$ cat src/rtl/fpu_pipe_pkg.sv
// rtl/fpu_pipe_pkg.sv - shared encodings, operand classes and NaN helper for fpu_pipe
package fpu_pipe_pkg;

  localparam logic [1:0] OP_ADD = 2'b00;
  localparam logic [1:0] OP_SUB = 2'b01;
  localparam logic [1:0] OP_MUL = 2'b10;
  localparam logic [1:0] OP_RSV = 2'b11;

  localparam int FLG_INVALID   = 3;
  localparam int FLG_OVERFLOW  = 2;
  localparam int FLG_UNDERFLOW = 1;
  localparam int FLG_INEXACT   = 0;

  typedef enum logic [1:0] {
    CLS_ZERO,
    CLS_NORMAL,
    CLS_INF,
    CLS_NAN
  } fp_class_e;

  // Canonical quiet NaN, returned wide; callers truncate to their word width.
  function automatic logic [63:0] qnan_bits(input int exp_w, input int man_w);
    logic [63:0] r;
    r = '0;
    for (int i = 0; i < exp_w; i++) r[man_w + i] = 1'b1;
    r[man_w - 1] = 1'b1;
    return r;
  endfunction

  // Subnormals (zero exponent, nonzero fraction) are treated as zero.
  function automatic fp_class_e classify(input logic exp_ones, input logic exp_zero,
                                         input logic frac_zero);
    if (exp_zero) return CLS_ZERO;
    if (exp_ones) return frac_zero ? CLS_INF : CLS_NAN;
    return CLS_NORMAL;
  endfunction

endpackage

$ cat src/rtl/fpu_lzc.sv
// rtl/fpu_lzc.sv - parametrised leading-zero counter
module fpu_lzc #(
  parameter int W  = 48,
  parameter int CW = $clog2(W + 1)
) (
  input  logic [W-1:0]  in_i,
  output logic [CW-1:0] cnt_o
);

  always_comb begin
    cnt_o = CW'(W);
    for (int i = 0; i < W; i++) begin
      if (in_i[i]) cnt_o = CW'(W - 1 - i);
    end
  end

endmodule

$ cat src/rtl/fpu_pipe.sv
// rtl/fpu_pipe.sv - three-stage add/sub/mul floating-point pipeline with tag passthrough
module fpu_pipe
  import fpu_pipe_pkg::*;
#(
  parameter int EXP_W = 8,
  parameter int MAN_W = 23,
  parameter int TAG_W = 4
) (
  input  logic               clk,
  input  logic               rst_n,
  input  logic               in_valid,
  output logic               in_ready,
  input  logic [EXP_W+MAN_W:0] A,
  input  logic [EXP_W+MAN_W:0] B,
  input  logic [1:0]         opcode,
  input  logic [TAG_W-1:0]   in_tag,
  output logic               out_valid,
  input  logic               out_ready,
  output logic [EXP_W+MAN_W:0] O,
  output logic [TAG_W-1:0]   out_tag,
  output logic [3:0]         flags
);

  localparam int W    = 1 + EXP_W + MAN_W;
  localparam int BIAS = 2**(EXP_W-1) - 1;
  localparam int AW   = MAN_W + 4;
  localparam int SW   = AW + 1;
  localparam int RW   = 2*MAN_W + 2;
  localparam int EW   = EXP_W + 2;
  localparam int LW   = $clog2(RW + 1);
  localparam logic [W-1:0] QNAN = W'(qnan_bits(EXP_W, MAN_W));
  localparam logic signed [EW-1:0] EMAX = EW'((2**EXP_W) - 1);

  logic en, out_valid_q;
  assign en        = !out_valid_q || out_ready;
  assign in_ready  = en;
  assign out_valid = out_valid_q;

  // ---------------- S1: unpack, classify, align / multiply ----------------
  logic sa, sb, sb_eff, a_big, s_l, s_s;
  logic [EXP_W-1:0] ea, eb, exa, exb, ex_l, ex_s, diff;
  logic [MAN_W-1:0] fa, fb;
  logic [MAN_W:0] ma, mb, m_l, m_s;
  logic [AW-1:0] ms_ext, ms_mask, ms_al;
  fp_class_e ca, cb;
  logic spec1_d, inv1_d;
  logic [W-1:0] sval1_d;
  logic signed [EW-1:0] emul_d;

  assign {sa, ea, fa} = A;
  assign {sb, eb, fb} = B;
  assign sb_eff = sb ^ (opcode == OP_SUB);
  assign ca  = classify(&ea, ~|ea, ~|fa);
  assign cb  = classify(&eb, ~|eb, ~|fb);
  assign exa = (ca == CLS_ZERO) ? '0 : ea;
  assign exb = (cb == CLS_ZERO) ? '0 : eb;
  assign ma  = (ca == CLS_NORMAL) ? {1'b1, fa} : '0;
  assign mb  = (cb == CLS_NORMAL) ? {1'b1, fb} : '0;

  assign a_big = {exa, ma} >= {exb, mb};
  assign ex_l  = a_big ? exa : exb;
  assign ex_s  = a_big ? exb : exa;
  assign m_l   = a_big ? ma : mb;
  assign m_s   = a_big ? mb : ma;
  assign s_l   = a_big ? sa : sb_eff;
  assign s_s   = a_big ? sb_eff : sa;
  assign diff  = ex_l - ex_s;

  // Smaller operand gets guard/round/sticky room; everything shifted out folds into sticky.
  assign ms_ext  = {m_s, 3'b000};
  assign ms_mask = ~({AW{1'b1}} << diff);
  assign ms_al   = (ms_ext >> diff) | {{(AW-1){1'b0}}, |(ms_ext & ms_mask)};
  assign emul_d  = EW'(exa) + EW'(exb) - EW'(BIAS);

  always_comb begin
    spec1_d = 1'b0;
    inv1_d  = 1'b0;
    sval1_d = '0;
    if (opcode == OP_RSV || ca == CLS_NAN || cb == CLS_NAN) begin
      spec1_d = 1'b1; inv1_d = 1'b1; sval1_d = QNAN;
    end else if (opcode == OP_MUL) begin
      if ((ca == CLS_ZERO && cb == CLS_INF) || (ca == CLS_INF && cb == CLS_ZERO)) begin
        spec1_d = 1'b1; inv1_d = 1'b1; sval1_d = QNAN;
      end else if (ca == CLS_INF || cb == CLS_INF) begin
        spec1_d = 1'b1; sval1_d = {sa ^ sb, {EXP_W{1'b1}}, {MAN_W{1'b0}}};
      end else if (ca == CLS_ZERO || cb == CLS_ZERO) begin
        spec1_d = 1'b1; sval1_d = {sa ^ sb, {(W-1){1'b0}}};
      end
    end else if (opcode == OP_ADD || opcode == OP_SUB) begin
      if (ca == CLS_INF && cb == CLS_INF && sa != sb_eff) begin
        spec1_d = 1'b1; inv1_d = 1'b1; sval1_d = QNAN;
      end else if (ca == CLS_INF) begin
        spec1_d = 1'b1; sval1_d = {sa, {EXP_W{1'b1}}, {MAN_W{1'b0}}};
      end else if (cb == CLS_INF) begin
        spec1_d = 1'b1; sval1_d = {sb_eff, {EXP_W{1'b1}}, {MAN_W{1'b0}}};
      end else if (ca == CLS_ZERO && cb == CLS_ZERO) begin
        spec1_d = 1'b1; sval1_d = {sa & sb_eff, {(W-1){1'b0}}};
      end
    end
  end

  logic v1_q, spec1_q, inv1_q, mul1_q, sub1_q, sgn1_q;
  logic [TAG_W-1:0] tag1_q;
  logic [W-1:0] sval1_q;
  logic signed [EW-1:0] exp1_q;
  logic [AW-1:0] ml1_q, ms1_q;
  logic [RW-1:0] prod1_q;

  always_ff @(posedge clk or negedge rst_n) begin
    if (!rst_n) begin
      v1_q <= 1'b0; spec1_q <= 1'b0; inv1_q <= 1'b0; mul1_q <= 1'b0; sub1_q <= 1'b0;
      sgn1_q <= 1'b0; tag1_q <= '0; sval1_q <= '0; exp1_q <= '0; ml1_q <= '0;
      ms1_q <= '0; prod1_q <= '0;
    end else if (en) begin
      v1_q    <= in_valid;
      spec1_q <= spec1_d;
      inv1_q  <= inv1_d;
      mul1_q  <= (opcode == OP_MUL);
      sub1_q  <= s_l ^ s_s;
      sgn1_q  <= (opcode == OP_MUL) ? (sa ^ sb) : s_l;
      tag1_q  <= in_tag;
      sval1_q <= sval1_d;
      exp1_q  <= (opcode == OP_MUL) ? emul_d : EW'(ex_l);
      ml1_q   <= {m_l, 3'b000};
      ms1_q   <= ms_al;
      prod1_q <= RW'(ma) * RW'(mb);
    end
  end

  // ---------------- S2: add/subtract, leading-zero normalise ----------------
  logic [SW-1:0] sum_d;
  logic [RW-1:0] raw_d, norm_d;
  logic [LW-1:0] lz_d;
  logic signed [EW-1:0] exp2_d;

  // Operands are magnitude-ordered in S1, so the difference never goes negative.
  assign sum_d  = sub1_q ? ({1'b0, ml1_q} - {1'b0, ms1_q}) : ({1'b0, ml1_q} + {1'b0, ms1_q});
  assign raw_d  = mul1_q ? prod1_q : {sum_d, {(RW-SW){1'b0}}};

  fpu_lzc #(.W(RW)) u_lzc (.in_i(raw_d), .cnt_o(lz_d));

  assign norm_d = raw_d << lz_d;
  assign exp2_d = exp1_q + EW'(1) - EW'(lz_d);

  logic v2_q, spec2_q, inv2_q, sgn2_q, zero2_q;
  logic [TAG_W-1:0] tag2_q;
  logic [W-1:0] sval2_q;
  logic signed [EW-1:0] exp2_q;
  logic [RW-1:0] norm2_q;

  always_ff @(posedge clk or negedge rst_n) begin
    if (!rst_n) begin
      v2_q <= 1'b0; spec2_q <= 1'b0; inv2_q <= 1'b0; sgn2_q <= 1'b0; zero2_q <= 1'b0;
      tag2_q <= '0; sval2_q <= '0; exp2_q <= '0; norm2_q <= '0;
    end else if (en) begin
      v2_q    <= v1_q;
      spec2_q <= spec1_q;
      inv2_q  <= inv1_q;
      sgn2_q  <= sgn1_q;
      zero2_q <= ~|raw_d;
      tag2_q  <= tag1_q;
      sval2_q <= sval1_q;
      exp2_q  <= exp2_d;
      norm2_q <= norm_d;
    end
  end

  // ---------------- S3: round to nearest even, pack ----------------
  logic [MAN_W:0] keep;
  logic [MAN_W+1:0] rnd;
  logic [MAN_W-1:0] frac_r;
  logic g, rest, rup;
  logic signed [EW-1:0] exp_r;
  logic [W-1:0] o_d;
  logic [3:0] flags_d;

  assign keep   = norm2_q[RW-1 -: MAN_W+1];
  assign g      = norm2_q[RW-2-MAN_W];
  assign rest   = |norm2_q[RW-3-MAN_W:0];
  assign rup    = g & (rest | keep[0]);
  assign rnd    = {1'b0, keep} + {{(MAN_W+1){1'b0}}, rup};
  assign exp_r  = exp2_q + EW'(rnd[MAN_W+1]);
  assign frac_r = rnd[MAN_W+1] ? '0 : rnd[MAN_W-1:0];

  always_comb begin
    o_d     = {sgn2_q, exp_r[EXP_W-1:0], frac_r};
    flags_d = '0;
    flags_d[FLG_INEXACT] = g | rest;
    if (spec2_q) begin
      o_d = sval2_q;
      flags_d = '0;
      flags_d[FLG_INVALID] = inv2_q;
    end else if (zero2_q) begin
      o_d = '0;
      flags_d = '0;
    end else if (exp_r <= 0) begin
      o_d = {sgn2_q, {(W-1){1'b0}}};
      flags_d[FLG_UNDERFLOW] = 1'b1;
      flags_d[FLG_INEXACT]   = 1'b1;
    end else if (exp_r >= EMAX) begin
      o_d = {sgn2_q, {EXP_W{1'b1}}, {MAN_W{1'b0}}};
      flags_d[FLG_OVERFLOW] = 1'b1;
      flags_d[FLG_INEXACT]  = 1'b1;
    end
  end

  logic [W-1:0] o_q;
  logic [TAG_W-1:0] out_tag_q;
  logic [3:0] flags_q;

  always_ff @(posedge clk or negedge rst_n) begin
    if (!rst_n) begin
      out_valid_q <= 1'b0; o_q <= '0; out_tag_q <= '0; flags_q <= '0;
    end else if (en) begin
      out_valid_q <= v2_q;
      o_q         <= o_d;
      out_tag_q   <= tag2_q;
      flags_q     <= flags_d;
    end
  end

  assign O       = o_q;
  assign out_tag = out_tag_q;
  assign flags   = flags_q;

endmodule

$ cat config.mk
export PLATFORM = sky130hd
export DESIGN_NAME = fpu_pipe
export DESIGN_NICKNAME = d
export VERILOG_FILES = /design/src/rtl/fpu_pipe_pkg.sv /design/src/rtl/fpu_lzc.sv /design/src/rtl/fpu_pipe.sv
export SDC_FILE = /design/constraint.sdc
export NUM_CORES = 2
export LEC_CHECK = 0
export ABC_CLOCK_PERIOD_IN_PS = 7100
export CORE_MARGIN = 1.5
export CORE_UTILIZATION = 51
export CTS_CLUSTER_SIZE = 8
export DETAILED_ROUTE_END_ITERATION = 16
export GPL_TIMING_DRIVEN = 0
export PLACE_DENSITY = 0.81
export SLEW_MARGIN = 40
export SYNTH_ARGS = -nofsm -noshare
export SYNTH_HDL_FRONTEND = slang
export SYNTH_HIERARCHICAL = 1
export SYNTH_SLANG_ARGS = --single-unit
$ cat constraint.sdc
create_clock -name clk -period 7.1 [get_ports clk]
set_input_delay 1.065 -clock clk [delete_from_list [all_inputs] [get_ports clk]]
set_output_delay 1.065 -clock clk [all_outputs]
set_load 0.01 [all_outputs]
-- Yosys cells after proc, flatten, opt, wreduce, memory -nomap -nowiden
Cells that the tools add are included.
W data, S select, Z words.
- add/sub/neg operators: 9
- $mul: 1
- div/mod/pow operators: 0
- $lt $le $gt $ge: 3
- equality and inequality tests: 10
- shifts and indexed selects: 3
- multiplexer cells: 113
- bitwise logic cells: 10
- reductions and logical operators: 26
- operator list (cell ; count):
    $mux W32 ; 12
    $mux W6 ; 32
    $mux W24 ; 4
    $mux W5 ; 16
    $reduce_or A23 Y1 ; 3
    $mux W31 ; 2
    $mul A24 B24 Y48 ; 1
    $mux W48 ; 1
    $reduce_or A48 Y1 ; 1
    $shl A48 B6 Y48 ; 1
    $ge A32 B32 Y1 ; 1
    $mux W8 ; 4
    $mux W1 ; 29
    $add A27 B27 Y28 ; 1
    $mux W28 ; 1
    $sub A27 B27 Y28 ; 1
    $and A27 B27 Y27 ; 1
    $not A27 Y27 ; 1
    $or A27 B1 Y27 ; 1
    $reduce_or A27 Y1 ; 1
    $shl A27 B8 Y27 const A ; 1
    $shr A27 B8 Y27 ; 1
    $add A24 B1 Y25 ; 1
    $mux W23 ; 1
    other kinds (24) ; 57
- register bits after elaboration: 291
- latch bits: 0
- memory bits (writable): 0
- ROM bits: 0
- input port bits: 74
- output and inout port bits: 42
- logic and storage cells: 200
- memories kept: 0

-- Depth between registers and ports, before layout
- depth in word-level cells: 52
- depth in mapped cells: 38
- mapped depth without buffers: 35

-- Hierarchy
Netlist, hierarchy kept.
- modules (own cells, without submodules) (module ; instances ; cells an instance ; area each (µm²) ; sequential area each (µm²)):
    fpu_pipe ; 1 ; 4663 ; 38206.6 ; 5780.5
    fpu_lzc ; 1 ; 108 ; 615.6 ; 0.0

-- Least setup slack after synthesis
Ideal clock, no wire load.
- kind: input-to-reg
- start: in B[25]
- end: reg prod1_q[46]
- library setup time: 142 ps
- arrival: 9724 ps
- required time: 6958 ps
- setup slack: -2766 ps
- cell stages on the path: 35
- path buffers: 4
- cell sequence: or4_1 nor2_1 nor2_1 buf_2 clkbuf_1 inv_1 clkbuf_1 buf_1 nor2_1 and2_1 fa_1 fa_1 fa_1 inv_1 fa_1 inv_1 fa_1 inv_1 fa_1 inv_1 fa_1 ha_1 a21oi_1 o21ai_0 a221o_1 o22ai_1 o21ai_0 a221o_1 a211o_1 a311oi_1 o21ai_0 a21oi_1 o21ai_0 xnor2_1 a21oi_1
- cells in the longest elaborated chain, start to end: 8
- elaborated cells on any way between the ends: 10
- classes of those cells: mul (1); eq/ne (1); mux (6); reduce/logical (2)
- RTL lines (element ; RTL line ; RTL):
    from (decl) ; fpu_pipe.sv:14 ; input logic [EXP_W+MAN_W:0] B,
    $reduce_and A8 Y1 ; fpu_pipe.sv:54 ; assign cb = classify(&eb, ~|eb, ~|fb);
    $mux W1 (2 in a row) ; fpu_pipe_pkg.sv:34 ; if (exp_ones) return frac_zero ? CLS_INF : CLS_NAN;
    $mux W2 ; fpu_pipe_pkg.sv:35 ; return CLS_NORMAL;
    $mux W2 (*) ; fpu_pipe_pkg.sv:34 ;
    $eq A2 B1 Y1 (*) ; fpu_pipe.sv:58 ; assign mb = (cb == CLS_NORMAL) ? {1'b1, fb} : '0;
    $mux W24 (*) ; fpu_pipe.sv:58 ;
    $mul A24 B24 Y48 (*) ; fpu_pipe.sv:126 ; prod1_q <= RW'(ma) * RW'(mb);
    to (signal assigned) ; fpu_pipe.sv:126 ;
    to (decl) ; fpu_pipe.sv:107 ; logic [RW-1:0] prod1_q;
Every way passes the cells marked *; elsewhere a longest branch is shown, timed or not. The select of a mux whose other input is x is not followed.
A chain may end at the register's enable or synchronous reset.

-- Worst setup path after layout
- start: in A[23]
- end: reg prod1_q[44]
- cells in the longest elaborated chain, start to end: 8
- elaborated cells on any way between the ends: 10
- classes of those cells: mul (1); eq/ne (1); mux (6); reduce/logical (2)
- RTL lines (element ; RTL line ; RTL):
    from (decl) ; fpu_pipe.sv:13 ; input logic [EXP_W+MAN_W:0] A,
    $reduce_and A8 Y1 ; fpu_pipe.sv:53 ; assign ca = classify(&ea, ~|ea, ~|fa);
    $mux W1 (2 in a row) ; fpu_pipe_pkg.sv:34 ;
    $mux W2 ; fpu_pipe_pkg.sv:35 ;
    $mux W2 (*) ; fpu_pipe_pkg.sv:34 ;
    $eq A2 B1 Y1 (*) ; fpu_pipe.sv:57 ; assign ma = (ca == CLS_NORMAL) ? {1'b1, fa} : '0;
    $mux W24 (*) ; fpu_pipe.sv:57 ;
    $mul A24 B24 Y48 (*) ; fpu_pipe.sv:126 ;
Marks and branches as above.

==> impl_metrics.env <==
export IMPL_routed_wl_um=149000
export IMPL_avgRoutedWirePerCell_um=24.8
export IMPL_finalHoldViolCount=0
export IMPL_vias=37500
export IMPL_skew_ns=0.0258
export IMPL_synth_cell_types=94
export IMPL_violations="negative setup slack"
export IMPL_syn_cell_area_mm2=0.0388
export IMPL_endpoint_kind="register"
export IMPL_core_area_mm2=0.0749
export IMPL_critical_path_top_delay_family="adder cells"
export IMPL_maxSlewViolCount=0
export IMPL_r2r_end="norm2_q[40]"
export IMPL_status="complete, but fails checks"
export IMPL_antenna_found_initial=5
export IMPL_dr_pass1_iters=7
export IMPL_dp_cells=5851
export IMPL_grt_usage_pct=37.9
export IMPL_cts_buffers=35
export IMPL_grt_max_degree=78
export IMPL_drt_initial_drc_count=4682
export IMPL_cts_tree="yes"
export IMPL_cp_common_cell="fa_1"
export IMPL_endpoint="prod1_q[44]"
export IMPL_final_cells=6017
export IMPL_pin_count=116
export IMPL_fmax_ghz=0.107
export IMPL_via_per_inst=6.23
export IMPL_startpoint_type="input port"
export IMPL_cp_buffers_inverters=8
export IMPL_synthXorXnorAreaFrac_pct=2.38
export IMPL_critPathRequiredTime_ns=7.47
export IMPL_clockBufferDepth=3
export IMPL_postSynth_asyncResetShare_pct=100
export IMPL_clk_latency_ns=0.53
export IMPL_synth_nets=5644
export IMPL_grt_pass1_wl_um=224000
export IMPL_avgSynthCellArea_um2=8.14
export IMPL_hpwl_um=119000
export IMPL_synth_edf_count=0
export IMPL_antenna_left=0
export IMPL_pre_cts_slack_ns=-4.99
export IMPL_relSlewSlack_pct=37.4
export IMPL_synthSimpleGateAreaFrac_pct=18.6
export IMPL_yosysWarnings=6
export IMPL_crit_slowest_cell="fa_1"
export IMPL_die_area_mm2=0.0778
export IMPL_regToRegStartpoint="ml1_q[3]"
export IMPL_clk_pin_slew_ns=0.05
export IMPL_worstPathMaxFanout=10
export IMPL_ys_ff_latch=231
export IMPL_synth_top_family_by_area="adder cells"
export IMPL_synth_top_flop_cell="dfrtp_1"
export IMPL_cp_arrival_ns=9.75
export IMPL_critPathKind="input port to register"
export IMPL_r2r_slack_ns=0.10
export IMPL_gp_congestion=1.07
export IMPL_setup_viol=33
export IMPL_syn_inst=4771
export IMPL_rsz0062_at_grt="true"
export IMPL_rows=100
export IMPL_fin_tns_setup_ns=-44.17
export IMPL_cp_depth=33
export IMPL_syn_to_final_growth_pct=16.9
export IMPL_final_util_pct=60.5
export IMPL_yosysSeqAreaShare_pct=14.9
export IMPL_cts_htree_levels=2
export IMPL_cts_root_buffer="clkbuf_16"
export IMPL_hp_class="input port to asynchronous set/reset pin"
export IMPL_fin_ws_ns=-2.28
export IMPL_synthMuxAreaShare_pct=4.17
export IMPL_timing_final_crit_share_pct=132
export IMPL_slowest_delay_ns=0.56
export IMPL_critPathLaunch="A[23]"
export IMPL_drc_errors=0
export IMPL_die_y_um=279
export IMPL_cts_num_sinks=231
export IMPL_overflow=0
export IMPL_min_period_ns=9.38
export IMPL_drive_gt1_share_pct=12.7
export IMPL_die_w_um=279
export IMPL_port_buffers=108
export IMPL_reg2reg_depth=27
export IMPL_synth_fa_ha_area_share_pct=35.1
export IMPL_initial_utilization_pct=51.8
export IMPL_synth_compound_area_share_pct=15.0
export IMPL_fin_nets=5916
export IMPL_tightest_slew_ns=0.930
export IMPL_grt_pass1_vias=36800
export IMPL_drv_cap=0
cells in the mapped netlist, types with 30 or more instances:
master	count	share of area (%)
a21o_1	38	0.73
a21oi_1	224	2.9
a22o_1	30	0.68
and2_1	187	3.0
and3_1	38	0.61
clkbuf_1	228	2.2
dfrtp_1	231	15
fa_1	485	25
ha_1	314	10
inv_1	718	6.9
mux2_2	33	0.96
mux2i_1	83	2.1
nand2_1	750	7.3
nand3_1	54	0.70
nor2_1	315	3.0
nor3_1	51	0.66
nor4_1	49	0.79
o211ai_1	37	0.72
o21ai_0	276	3.6
xnor2_1	61	1.4
xor2_1	41	0.92
stage by stage:
| step | cell area, um^2 | hold WS, ns |
|---|---|---|
| 5_1_grt | 45400 | 0.362 |
| 3_3_place_gp | 41500 | 0.449 |
| 2_1_floorplan | 39200 | 0.430 |
| 3_5_place_dp | 41600 | 0.457 |
| 6_report | 45400 | 0.352 |
| 4_1_cts | 44500 | 0.349 |
cells by family (layout without fill, tap and decap cells):
group                      count (synthesis)  after routing
AOI/OAI and AO/OA                        918            918
xor gates and xnor gates                 104            104
adders and majority gates                799            799
buffers and inverters                    998           1274
DFF                                      231            231
muxes                                    135            135
other                                      0              1
and+or+nand+nor                         1586           1586
repair_timing:
action	4_1_cts	5_1_grt
setup buffers	76	54
hold buffers	0	0
pin swaps	97	68
setup endpoints to repair	125	95
gates resized for setup	413	162
cloned	2	0
sequential cells by signal, summed over array words and instances, names as in the netlist, 3 cells and up:
| name | flops |
|---|---|
| sval1_q | 3 |
| flags | 4 |
| O | 32 |
| sval2_q | 3 |
| exp2_q | 10 |
| exp1_q | 10 |
| norm2_q | 48 |
| ms1_q | 27 |
| tag2_q | 4 |
| ml1_q | 24 |
| prod1_q | 48 |
| out_tag | 4 |
| tag1_q | 4 |
per-layer routing:
| metal | share of wire (%) | GRT usage (%) |
|---|---|---|
| met5 | 0.027 | 0 |
| met1 | 38 | 49.4 |
| met3 | 11 | 8.28 |
| met4 | 7.8 | 23.4 |
| met2 | 43 | 57.5 |
how the worst min path moves through the flow:
stage	start	to	slack, ns	cells past startpoint
final	rst_n	prod1_q[10]	0.35	1
after global routing	rst_n	prod1_q[10]	0.36	1
after CTS	rst_n	prod1_q[10]	0.35	1
after detailed placement	tag1_q[0]	tag1_q[0]	0.46	2
after global placement	v1_q	v1_q	0.45	2
after floorplan	v2_q	v2_q	0.43	2
cell usage in the layout (no fill, tap or decap), types with 19 or more instances in the layout:
master	n
nand2_1	733
inv_1	701
fa_1	478
ha_1	292
nor2_1	273
dfrtp_1	229
o21ai_0	228
a21oi_1	198
and2_1	177
clkbuf_1	141
buf_4	125
clkdlybuf4s50_1	91
mux2i_1	81
nand3_1	53
o21ai_1	51
nor3_1	47
nor4_1	46
clkbuf_2	44
clkbuf_16	41
xnor2_1	41
a21o_1	38
and3_1	38
o211ai_1	37
nor2_4	35
xor2_1	31
mux2_2	31
a22o_1	30
nand2b_1	29
nand4_1	27
buf_2	27
a21oi_2	23
a211oi_1	23
o21a_1	22
a31oi_1	20
buf_6	19
o31ai_1	19
o21bai_1	19
area by class of cell:
cell class | count | area (um^2)
multi-input combinational | 3542 | 30900
clock inverter | 2 | 13.8
inverter | 726 | 2750
buffer | 266 | 1570
fill | 6426 | 29600
antenna | 1 | 2.50
tap | 969 | 1210
sequential | 231 | 5780
timing repair buffer | 241 | 2190
clock buffer | 39 | 911
Power is left out: the tool's default activity adds up to more than one toggle a clock period on the data nets, which glitch-free logic cannot reach.
